--- src/rtl/ultrasonic_scan_ctrl.sv ---
`timescale 1ns/1ps
// Round-robin ultrasonic ranging scheduler: one trigger/echo/convert datapath
// time-shared across N_SENSORS sensors, producing one tagged result per slot.
module ultrasonic_scan_ctrl #(
   parameter int unsigned N_SENSORS     = 4,
   parameter int unsigned SEL_W         = 2,
   parameter int unsigned TRIG_CYCLES   = 1000,
   parameter int unsigned CYCLES_PER_CM = 5800,
   parameter int unsigned MAX_CM        = 400,
   parameter int unsigned ECHO_TIMEOUT  = 1000000,
   parameter int unsigned SLOT_CYCLES   = 6000000
) (
   input  logic                 clk_100MHz,
   input  logic                 reset_n,
   input  logic                 enable,
   input  logic [N_SENSORS-1:0] echo_in,
   output logic [N_SENSORS-1:0] trig_out,
   output logic                 result_valid,
   output logic [SEL_W-1:0]     result_sel,
   output logic [10:0]          result_cm,
   output logic                 result_timeout,
   output logic                 busy,
   output logic [SEL_W-1:0]     cur_sel
);

   localparam int unsigned CM_W   = 11;
   localparam int unsigned SLOT_W = $clog2(SLOT_CYCLES);
   localparam int unsigned PRE_W  = (CYCLES_PER_CM > 1) ? $clog2(CYCLES_PER_CM) : 1;

   typedef enum logic [2:0] {
      S_IDLE,
      S_TRIG,
      S_WAIT,
      S_MEAS,
      S_HOLD
   } state_t;

   state_t                 state;
   logic [N_SENSORS-1:0]   echo_meta;
   logic [N_SENSORS-1:0]   echo_sync;
   logic                   echo_prev;
   logic                   echo_s;
   logic                   echo_rise;
   logic [SLOT_W-1:0]      slot_cnt;
   logic [PRE_W-1:0]       presc;
   logic [CM_W-1:0]        cm;
   logic [SEL_W-1:0]       sel_next;

   assign echo_s    = echo_sync[cur_sel];
   assign echo_rise = echo_s & ~echo_prev;
   assign sel_next  = (cur_sel == SEL_W'(N_SENSORS - 1)) ? '0 : cur_sel + SEL_W'(1);

   // Two-flop synchronizer on every echo line; echo_prev tracks the selected line for edge detect
   always_ff @(posedge clk_100MHz or negedge reset_n) begin
      if (!reset_n) begin
         echo_meta <= '0;
         echo_sync <= '0;
         echo_prev <= 1'b0;
      end else begin
         echo_meta <= echo_in;
         echo_sync <= echo_meta;
         echo_prev <= echo_s;
      end
   end

   // Slot scheduler; slot_cnt runs from the first trigger cycle to SLOT_CYCLES-1
   always_ff @(posedge clk_100MHz or negedge reset_n) begin
      if (!reset_n) begin
         state          <= S_IDLE;
         trig_out       <= '0;
         result_valid   <= 1'b0;
         result_sel     <= '0;
         result_cm      <= '0;
         result_timeout <= 1'b0;
         busy           <= 1'b0;
         cur_sel        <= '0;
         slot_cnt       <= '0;
         presc          <= '0;
         cm             <= '0;
      end else begin
         result_valid <= 1'b0;
         case (state)
            S_IDLE: begin
               if (enable) begin
                  state    <= S_TRIG;
                  busy     <= 1'b1;
                  slot_cnt <= '0;
                  trig_out <= N_SENSORS'(1) << cur_sel;
               end
            end

            S_TRIG: begin
               slot_cnt <= slot_cnt + SLOT_W'(1);
               if (slot_cnt == SLOT_W'(TRIG_CYCLES - 1)) begin
                  trig_out <= '0;
                  state    <= S_WAIT;
               end
            end

            S_WAIT: begin
               slot_cnt <= slot_cnt + SLOT_W'(1);
               // The edge cycle is itself the first counted high cycle
               if (echo_rise) begin
                  state <= S_MEAS;
                  presc <= PRE_W'(1);
                  cm    <= '0;
               end else if (slot_cnt == SLOT_W'(TRIG_CYCLES + ECHO_TIMEOUT - 1)) begin
                  result_valid   <= 1'b1;
                  result_sel     <= cur_sel;
                  result_cm      <= '0;
                  result_timeout <= 1'b1;
                  state          <= S_HOLD;
               end
            end

            S_MEAS: begin
               slot_cnt <= slot_cnt + SLOT_W'(1);
               if (!echo_s) begin
                  result_valid   <= 1'b1;
                  result_sel     <= cur_sel;
                  result_cm      <= cm;
                  result_timeout <= 1'b0;
                  state          <= S_HOLD;
               end else if (presc == PRE_W'(CYCLES_PER_CM - 1)) begin
                  presc <= '0;
                  if (cm == CM_W'(MAX_CM - 1)) begin
                     result_valid   <= 1'b1;
                     result_sel     <= cur_sel;
                     result_cm      <= CM_W'(MAX_CM);
                     result_timeout <= 1'b1;
                     state          <= S_HOLD;
                  end else begin
                     cm <= cm + CM_W'(1);
                  end
               end else begin
                  presc <= presc + PRE_W'(1);
               end
            end

            S_HOLD: begin
               if (slot_cnt == SLOT_W'(SLOT_CYCLES - 1)) begin
                  cur_sel  <= sel_next;
                  slot_cnt <= '0;
                  if (enable) begin
                     state    <= S_TRIG;
                     trig_out <= N_SENSORS'(1) << sel_next;
                  end else begin
                     state <= S_IDLE;
                     busy  <= 1'b0;
                  end
               end else begin
                  slot_cnt <= slot_cnt + SLOT_W'(1);
               end
            end

            default: begin
               state    <= S_IDLE;
               busy     <= 1'b0;
               trig_out <= '0;
            end
         endcase
      end
   end

endmodule

--- config.mk ---
export PLATFORM = sky130hd
export DESIGN_NAME = ultrasonic_scan_ctrl
export DESIGN_NICKNAME = d
export VERILOG_FILES = /design/src/rtl/ultrasonic_scan_ctrl.sv
export SDC_FILE = /design/constraint.sdc
export NUM_CORES = 1
export LEC_CHECK = 0
export CORE_MARGIN = 3
export CORE_UTILIZATION = 40
export CTS_CLUSTER_DIAMETER = 150
export DETAILED_ROUTE_END_ITERATION = 10
export PLACE_DENSITY = 0.62
export SLEW_MARGIN = 25
export SYNTH_ARGS = -nofsm -noshare
export SYNTH_HDL_FRONTEND = slang
export SYNTH_SLANG_ARGS = --single-unit
--- constraint.sdc ---
create_clock -name clk_100MHz -period 2.15 [get_ports clk_100MHz]
set_input_delay 0.5375 -clock clk_100MHz [delete_from_list [all_inputs] [get_ports clk_100MHz]]
set_output_delay 0.5375 -clock clk_100MHz [all_outputs]
set_load 0.01 [all_outputs]
==> results.txt, run 1 <==
PwrDens: 868 nW/um2
Global-route wire length before repair: 14.9 mm
Area growth syn-to-layout: 27.7%
CTS buffer count: 9
Chip Height: 106 um
Hold crit path type: in -> async
Post-Layout Cell Count: 616
Synth unique cells: 55
Relative slew slack: 0.689
Ys flop type: dfrtp_1
Number of synthesized flops with an enable pin: 0
F_max: 475 MHz
Critical path peak fanout: 18
Synth top area cells: dfrtp_1, nor2_1, xor2_1
Synth warn: 0
GPL Wtd Cong: 0.831
CTS tree: yes
RSZ-0062 raised after global routing: yes
DP Wirelength: 5.92 mm
CTS clk-pin slew, worst paths: 0.09 ns
# DRC: 0
Maximum clock path buffer count: 2
Sequential fraction of the synthesis area: 0.508
Syn avg cell area: 10.1 um2
Maximum vdd drop: 0.000674 V
Core ar.: 9460 um2
Ant diodes: 0
LEAKAGE: 2.31 nW
Outcome: completed
Global-route usage over all layers: 0.162
Routed vias: 3208
CP Data Arrival Time: 2.34 ns
Hold Vio Cnt, Final: 0
Final Max Slew Viols: 0
Maximum number of pins on one net before global-route repair: 82
Critical path type: reg -> reg
Final clock skew: 0.0121 ns
Share of layout cells above drive strength 1: 0.232
Placed Instances: 591
Fin util: 0.538
Period utilization: 0.978
GR Overflow Total: 0
DIE AREA: 11200 um2
Final WL: 8.53 mm
Flop2flop setup slack: 0.05 ns
IO Count: 29
Initial core utilization: 0.422
Mapped Area: 3990 um2
Clk root buf: clkbuf_8
Req. time, crit path: 2.39 ns
Synth top area share: 0.508
Sink Count: 81
Drt pass-1 iters: 4
Most common cell after layout, fill and taps aside: dfrtp_1
Vias in the first global route: 3147
Crit. End Element: flip-flop
Routed len/inst: 13.8 um
Filler cell count: 886
Most frequent cells in the layout: dfrtp_1, nor2_1, buf_4
Initial antenna violation count: 0
Max cap viols: 0
Yosys top cell by area: dfrtp_1
NumNets Final: 493
Row count: 35
Port Buffers: 28
Post-synth ARST share: 1.00
Chip width: 106 um
Final Setup Violations: 0
Pwr Total: 4.42 mW
Syn Nets: 406
Crit path launch type: flip-flop
Final min period: 2.10 ns
Worst Tran Pin Value: 0.462 ns
DR iter-0 viols: 149
Vias/cell: 5.21
FF+latch count, synth: 81
Clk_lat worst skew: 0.35 ns
H-tree levels: 3
Remaining antenna violation count: 0
Syn Inst Count: 395
-- registers in the layout, indices dropped and copies added, names as in the netlist --
signal / count
presc: 13
echo_sync: 4
trig_out: 4
echo_prev: 1
busy: 1
slot_cnt: 23
result_cm: 11
echo_meta: 4
result_sel: 2
cm: 11
state: 3
result_timeout: 1
result_valid: 1
cur_sel: 2
-- layout make-up --
type,instances,area [um2],area share
flip-flops and latches,81,2030,0.398
multi-input cells,295,1930,0.378
repair buffers,88,757,0.149
clock buffers,10,128,0.0251
clock inverters,6,67.6,0.0133
well taps,129,161,0.0317
inverters,7,26.3,0.00516
-- worst paths after layout --
| kind | start | to | cells after the start |
|---|---|---|---|
| worst max-delay path | slot_cnt[5] | slot_cnt[19] | 9 |
| worst min-delay path | reset_n | result_cm[3] | 2 |
| worst max register to register | slot_cnt[5] | slot_cnt[19] | 9 |
| worst min register to register | echo_meta[0] | echo_sync[0] | 0 |
| max in group asynchronous | reset_n | slot_cnt[6] | 2 |
| min in group clk_100MHz | echo_meta[0] | echo_sync[0] | 0 |
-- power by group --
part / internal (mW) / switching [mW]
sequential: 1.69 / 0.156
clock: 0.541 / 0.571
combinational: 0.750 / 0.719
-- worst max-delay path: stages, from the launching register on --
cell     delay [ns]
dfrtp_1        0.42
and3_1         0.25
nand4_1        0.19
nor4_2         0.35
buf_4          0.17
nor2_2         0.04
buf_4          0.14
nor3_4         0.20
buf_12         0.18
nor2_1         0.05
-- synth_stat cells (3+ instances only) --
cell      count
a21oi_1      13
nand4_1      10
ha_1          4
mux2_2       11
o21ai_0      25
or2_2         3
inv_1         7
nor2b_1       3
clkbuf_1      7
mux2i_1       4
nor3_1       10
nor4_1        5
nor2_1       60
and2_1        4
a22o_1       10
nand2_1      26
xor2_1       17
nor3_2        3
dfrtp_1      81
and3_1       15
nand3_1      24
xnor2_1      10
-- repair_timing --
item,in CTS,in global routing
hold endpoints to repair,0,0
setup buffers,0,9
pin swaps,0,4
endpoints found under the setup margin,2,26
hold buffers,0,0
resized for setup,1,14
-- kinds of logic (layout without fill, tap and decap cells) --
kind of cell    count (synthesis)  count (layout)  synth area share
compound gates                 64              64             0.107
xor+xnor                       27              27            0.0593
fa+ha+maj                       4               4            0.0125
buf+inv                        19             111            0.0232
flops                          81              81             0.508
mux                            16              16            0.0467
simple gates                  184             184             0.243
-- layer usage --
layer / global-route usage / routed length (um) / vias up
li1: - / - / 1589
met3: 0.0386 / 263 / 6
met1: 0.224 / 4110 / 1569
met2: 0.254 / 4090 / 44
met4: 0.0490 / 63 / 0
met5: 0 / 0 / -
-- stage by stage --
stage | hold slack, ns | TNS (ns) | setup WS [ns] | instance area, um2
detailed placement | 0.338 | -0.0513 | -0.0488 | 4770
CTS | 0.213 | 0 | 0.0172 | 4970
floorplan | 0.242 | 0 | 0.00689 | 3990
finish | 0.195 | 0 | 0.0467 | 5090
global route | 0.228 | -0.516 | -0.0369 | 5090
global placement | 0.332 | 0 | 0.0141 | 4770
No activity file was read; power rests on OpenSTA's default activity.
==> inputs of run 2 (changes only) <==
CELL_PAD_IN_SITES_DETAIL_PLACEMENT = 1   (was not set)
CELL_PAD_IN_SITES_GLOBAL_PLACEMENT = 1   (was not set)
GPL_TIMING_DRIVEN = 0   (was not set)
PLACE_DENSITY = 0.75   (was 0.62)
==> results.txt, run 2 (synthesis results as in run 1) <==
H-tree levels: 3 (unchanged)
Most frequent cells in the layout: dfrtp_1, nor2_1, clkdlybuf4s50_1 (was dfrtp_1, nor2_1, buf_4)
Share of layout cells above drive strength 1: 0.216 (was 0.232)
Pwr Total: 4.57 mW (was 4.42 mW)
Core ar.: 9460 um2 (unchanged)
Seq pwr share: 0.406 (was 0.416)
Final clock skew: 0.0119 ns (was 0.0121 ns)
Initial antenna violation count: 0 (unchanged)
Hold crit path type: in -> async (unchanged)
Maximum vdd drop: 0.000499 V (was 0.000674 V)
Met3 GRT Util: 0.0386 (unchanged)
Req. time, crit path: 2.41 ns (was 2.39 ns)
Max cap viols: 0 (unchanged)
Crit path launch type: flip-flop (unchanged)
Vias/cell: 5.47 (was 5.21)
CTS buffer count: 9 (unchanged)
Global-route usage over all layers: 0.191 (was 0.162)
Final min period: 2.17 ns (was 2.10 ns)
Sink Count: 81 (unchanged)
DP Wirelength: 6.55 mm (was 5.92 mm)
Hold Slack: 0.116 ns (was 0.195 ns)
Combinational power share: 0.325 (was 0.332)
Routed len/inst: 17.2 um (was 13.8 um)
Filler cell count: 1068 (was 886)
Final WL: 10.0 mm (was 8.53 mm)
Critical path type: reg -> reg (unchanged)
CP Data Arrival Time: 2.42 ns (was 2.34 ns)
PwrDens: 912 nW/um2 (was 868 nW/um2)
Final Cell Area: 5000 um2 (was 5090 um2)
CTS clk-pin slew, worst paths: 0.10 ns (was 0.09 ns)
Hold Vio Cnt, Final: 0 (unchanged)
Max reg flops: 23 (unchanged)
Chip Height: 106 um (unchanged)
Crit. End Element: flip-flop (unchanged)
Drt pass-1 iters: 4 (unchanged)
Vias in the first global route: 3470 (was 3147)
Outcome: finished with violations (was completed)
Chip width: 106 um (unchanged)
Clk root buf: clkbuf_8 (unchanged)
GR Util met2: 0.322 (was 0.254)
Row count: 35 (unchanged)
Setup WS pre-CTS: -0.521 ns (was -0.0488 ns)
NumNets Final: 460 (was 493)
GPL Wtd Cong: 0.794 (was 0.831)
CTS Hold Bufs: 0 (unchanged)
Sw power: 1.65 mW (was 1.45 mW)
Switching Fraction: 0.361 (was 0.327)
Fin util: 0.529 (was 0.538)
CTS tree: yes (unchanged)
Biggest regs: slot_cnt: 23 flops, presc: 13 flops (unchanged)
DIE AREA: 11200 um2 (unchanged)
Failing checks: negative setup slack
Critical path peak fanout: 3 (was 18)
IO Count: 29 (unchanged)
Clk_lat worst skew: 0.37 ns (was 0.35 ns)
DP Area: 4460 um2 (was 4770 um2)
Worst Tran Pin Value: 0.493 ns (was 0.462 ns)
Global route hottest layer: met2 (unchanged)
Routed vias: 3191 (was 3208)
Final Max Slew Viols: 0 (unchanged)
LEAKAGE: 2.22 nW (was 2.31 nW)
Met1 Track Usage GR: 0.245 (was 0.224)
Most flop-heavy register: slot_cnt (unchanged)
Internal: 2.92 mW (was 2.98 mW)
Area growth syn-to-layout: 25.4% (was 27.7%)
Relative slew slack: 0.671 (was 0.689)
RSZ-0062 raised after global routing: yes (unchanged)
Period utilization: 1.01 (was 0.978)
F_max: 461 MHz (was 475 MHz)
Post-route setup slack: -0.0188 ns (was 0.0467 ns)
Most common cell after layout, fill and taps aside: dfrtp_1 (unchanged)
DR iter-0 viols: 132 (was 149)
Clock share of power: 0.269 (was 0.251)
Port Buffers: 28 (unchanged)
Final Setup Violations: 1 (was 0)
Maximum number of pins on one net before global-route repair: 47 (was 82)
Ant diodes: 0 (unchanged)
Remaining antenna violation count: 0 (unchanged)
Initial core utilization: 0.422 (unchanged)
Maximum clock path buffer count: 2 (unchanged)
Global-route wire length before repair: 17.4 mm (was 14.9 mm)
# DRC: 0 (unchanged)
GR Overflow Total: 0 (unchanged)
-- run 2: power groups by stage --
stage	sequential, mW	combinational (mW)	clock, mW
2_1_floorplan	1.86	0.788	0
3_3_place_gp	1.85	1.17	0
3_5_place_dp	1.86	1.22	0
4_1_cts	1.83	1.37	1.26
5_1_grt	1.88	1.65	1.34
6_report	1.85	1.49	1.23
-- run 2: worst max-delay path, stage by stage (launching register included) --
cell      delay (ns)
dfrtp_1         0.40
ha_4            0.17
and4b_1         0.22
nand4_1         0.23
nor3_4          0.29
nand2b_1        0.15
o2111a_1        0.25
mux2_2          0.36
-- run 2: routing by layer --
metal,share of wire,vias to the layer above,wire [um]
li1,-,1516,-
met1,0.46,1625,4580
met2,0.51,37,5080
met3,0.020,13,199
met4,0.014,0,139
met5,0,-,0
-- run 2: area by class of cell --
cell class | count | area (um2) | share of cell area
Inverter | 7 | 26.3 | 0.00525
Clock inverter | 7 | 87.6 | 0.0175
Tap cell | 129 | 161 | 0.0323
Clock buffer | 9 | 124 | 0.0248
Multi-Input combinational cell | 295 | 2080 | 0.415
Buffer | 10 | 60.1 | 0.0120
Timing Repair Buffer | 45 | 433 | 0.0865
Sequential cell | 81 | 2030 | 0.406
-- run 2: timing repair --
action / 4_1_cts / 5_1_grt
pin swaps: 9 / 12
setup endpoints to repair: 60 / 45
setup buffers: 9 / 7
hold endpoints to repair: 0 / 0
resized for setup: 26 / 27
-- run 2: stage by stage --
step	setup TNS (ns)	instances
finish	-0.0188	583
global route	-0.852	583
CTS	-0.0481	578
detailed placement	-13.87	553
global placement	-202.30	552
floorplan	0	395
-- run 2: worst paths after layout --
kind | start | cells after the start | slack, ns | end
worst max register to register | slot_cnt[1] | 7 | -0.02 | state[0]
worst min register to register | echo_meta[2] | 0 | 0.37 | echo_sync[2]
worst max-delay path | slot_cnt[1] | 7 | -0.02 | state[0]
max in group asynchronous | reset_n | 2 | 1.42 | slot_cnt[4]
min in group clk_100MHz | echo_meta[2] | 0 | 0.37 | echo_sync[2]
worst min-delay path | reset_n | 1 | 0.12 | result_cm[3]
==> inputs of run 3 (changes only) <==
SETUP_SLACK_MARGIN = 0.3   (was not set)
==> results.txt, run 3 (synthesis results as in run 1) <==
Outcome: finished with violations (unchanged)
Failing checks: negative setup slack (unchanged)
Remaining antenna violation count: 0 (unchanged)
Met3 GRT Util: 0.0398 (was 0.0386)
LEAKAGE: 2.73 nW (was 2.22 nW)
Most flop-heavy register: slot_cnt (unchanged)
Req. time, crit path: 2.40 ns (was 2.41 ns)
Port Buffers: 28 (unchanged)
Maximum vdd drop: 0.000526 V (was 0.000499 V)
Post-route setup slack: -0.0925 ns (was -0.0188 ns)
Drt pass-1 iters: 4 (unchanged)
GR Overflow Total: 0 (unchanged)
Worst Setup EP: result_cm[7] (was state[0])
Flop2flop setup slack: -0.09 ns (was -0.02 ns)
Worst path cell trace: ha_4 -> and4b_1 -> nand4_1 -> buf_4 -> nor3_4 -> buf_6 -> a221oi_4 -> buf_12 -> mux2_4 (was ha_4 -> and4b_1 -> nand4_1 -> nor3_4 -> nand2b_1 -> o2111a_1 -> mux2_2)
Final Max Slew Viols: 0 (unchanged)
Critical path's slowest cell: dfrtp_1 (unchanged)
Global-route usage over all layers: 0.228 (was 0.191)
Reg2Reg Depth: 9 (was 7)
Post-Layout Cell Count: 629 (was 583)
Max cap viols: 0 (unchanged)
Clk root buf: clkbuf_8 (unchanged)
Hold crit path type: in -> async (unchanged)
GR Util met2: 0.406 (was 0.322)
Critical path peak fanout: 7 (was 3)
PwrDens: 884 nW/um2 (was 912 nW/um2)
Maximum number of pins on one net before global-route repair: 54 (was 47)
RR Startpoint: slot_cnt[1] (unchanged)
Chip Height: 106 um (unchanged)
NumNets Final: 506 (was 460)
Core ar.: 9460 um2 (unchanged)
Global route hottest layer: met2 (unchanged)
Hold Vio Cnt, Final: 0 (unchanged)
Share of layout cells above drive strength 1: 0.398 (was 0.216)
Crit path launch type: flip-flop (unchanged)
H-tree levels: 3 (unchanged)
Final WL: 14.6 mm (was 10.0 mm)
Slowest stage delay, CP: 0.42 ns (was 0.40 ns)
Ant diodes: 0 (unchanged)
# DRC: 0 (unchanged)
Vias in the first global route: 3826 (was 3470)
DIE AREA: 11200 um2 (unchanged)
CTS buffer count: 9 (unchanged)
Placed Instances: 553 (unchanged)
CP Data Arrival Time: 2.49 ns (was 2.42 ns)
Final Cell Area: 5830 um2 (was 5000 um2)
DP Area: 4610 um2 (was 4460 um2)
Worst Tran Pin Value: 0.429 ns (was 0.493 ns)
Routed vias: 3684 (was 3191)
Period utilization: 1.04 (was 1.01)
Biggest regs: slot_cnt: 23 flops, presc: 13 flops (unchanged)
Maximum clock path buffer count: 2 (unchanged)
Relative slew slack: 0.713 (was 0.671)
Max reg flops: 23 (unchanged)
Most common cell after layout, fill and taps aside: dfrtp_1 (unchanged)
R2R Path End: result_cm[7] (was state[0])
Area growth syn-to-layout: 46.2% (was 25.4%)
Family with the most delay on the worst path: buffers and inverters (was simple AND/OR/NAND/NOR gates)
Filler cell count: 992 (was 1068)
RSZ-0062 raised after global routing: yes (unchanged)
Critical path type: reg -> reg (unchanged)
DP Wirelength: 6.76 mm (was 6.55 mm)
Row count: 35 (unchanged)
CTS clk-pin slew, worst paths: 0.10 ns (about the same)
Final clock skew: 0.0142 ns (was 0.0119 ns)
CTS tree: yes (unchanged)
IO Count: 29 (unchanged)
GPL Wtd Cong: 0.804 (was 0.794)
Most frequent cells in the layout: dfrtp_1, nor2_1, buf_4 (was dfrtp_1, nor2_1, clkdlybuf4s50_1)
Initial core utilization: 0.422 (unchanged)
Initial antenna violation count: 0 (unchanged)
Clk_lat worst skew: 0.37 ns (about the same)
Chip width: 106 um (unchanged)
DR iter-0 viols: 250 (was 132)
Global-route wire length before repair: 20.4 mm (was 17.4 mm)
Sum of buffers and inverters on the critical path: 3 (was 0)
Vias/cell: 5.86 (was 5.47)
Sink Count: 81 (unchanged)
F_max: 446 MHz (was 461 MHz)
Final Setup Violations: 9 (was 1)
Routed len/inst: 23.1 um (was 17.2 um)
Fin util: 0.617 (was 0.529)
Crit. End Element: flip-flop (unchanged)
Final min period: 2.24 ns (was 2.17 ns)
Met1 Track Usage GR: 0.279 (was 0.245)
Setup crit start: slot_cnt[1] (unchanged)
Instance count on the critical path: 9 (was 7)
-- run 3: cell count changes in the layout (fill, tap and decap cells not counted), moves of 10 or more --
cell and change:
buf_4 +28, buf_6 +14, clkdlybuf4s50_1 -12, nand3_1 -10
o21ai_0 -18, o21ai_1 +11
-- run 3: how the worst min path moves through the flow --
stage                  from            to  cells after the start
3_5_place_dp   echo_meta[2]  echo_sync[2]                      0
5_1_grt             reset_n      presc[9]                      1
6_report            reset_n         cm[8]                      1
2_1_floorplan       reset_n          busy                      0
4_1_cts             reset_n  result_cm[9]                      1
3_3_place_gp   echo_meta[2]  echo_sync[2]                      0
-- run 3: routing by layer --
metal	routed length, um	part of all wire	vias up
li1	-	-	1612
met1	5730	0.39	1905
met2	7780	0.53	113
met3	457	0.031	54
met4	600	0.041	0
met5	0	0	-
-- run 3: power breakdown --
part | switching, mW | total [mW] | internal (mW)
combinational | 1.10 | 2.07 | 0.968
clock | 0.650 | 1.21 | 0.560
sequential | 0.194 | 1.88 | 1.69
-- run 3: worst register-to-register path: stages, from the launching register on --
cell and delay (ns):
dfrtp_1 0.42, ha_4 0.17, and4b_1 0.17, nand4_1 0.17, buf_4 0.17, nor3_4 0.04
buf_6 0.12, a221oi_4 0.36, buf_12 0.19, mux2_4 0.31
-- run 3: through the flow --
stage / TNS, ns / setup slack, ns / power [mW] / hold slack, ns
final: -0.615 / -0.0925 / 5.16 / 0.0927
after CTS: 0 / 0.0779 / 4.80 / 0.107
after global routing: -2.33 / -0.152 / 5.41 / 0.119
after global placement: -200.53 / -2.72 / 3.15 / 0.332
after floorplan: 0 / 0.0981 / 2.76 / 0.242
after detailed placement: -6.79 / -0.476 / 3.22 / 0.343
-- run 3: repair_timing --
action,CTS,global route
resized for setup,69,88
buffers inserted,39,16
gates cloned,4,1
endpoints found under the setup margin,70,80
pin swaps,24,30
hold buffers,0,0
-- run 3: final cells by class --
type                            instances  area, um2  share of cell area
Clock buffer                            9        124              0.0212
Timing Repair Buffer                   88        857               0.147
Sequential cell                        81       2040               0.349
Multi-Input combinational cell        296       2430               0.416
Clock inverter                          7       83.8              0.0144
Buffer                                 12        109              0.0187
Inverter                                7       31.3             0.00536
Tap cell                              129        161              0.0277
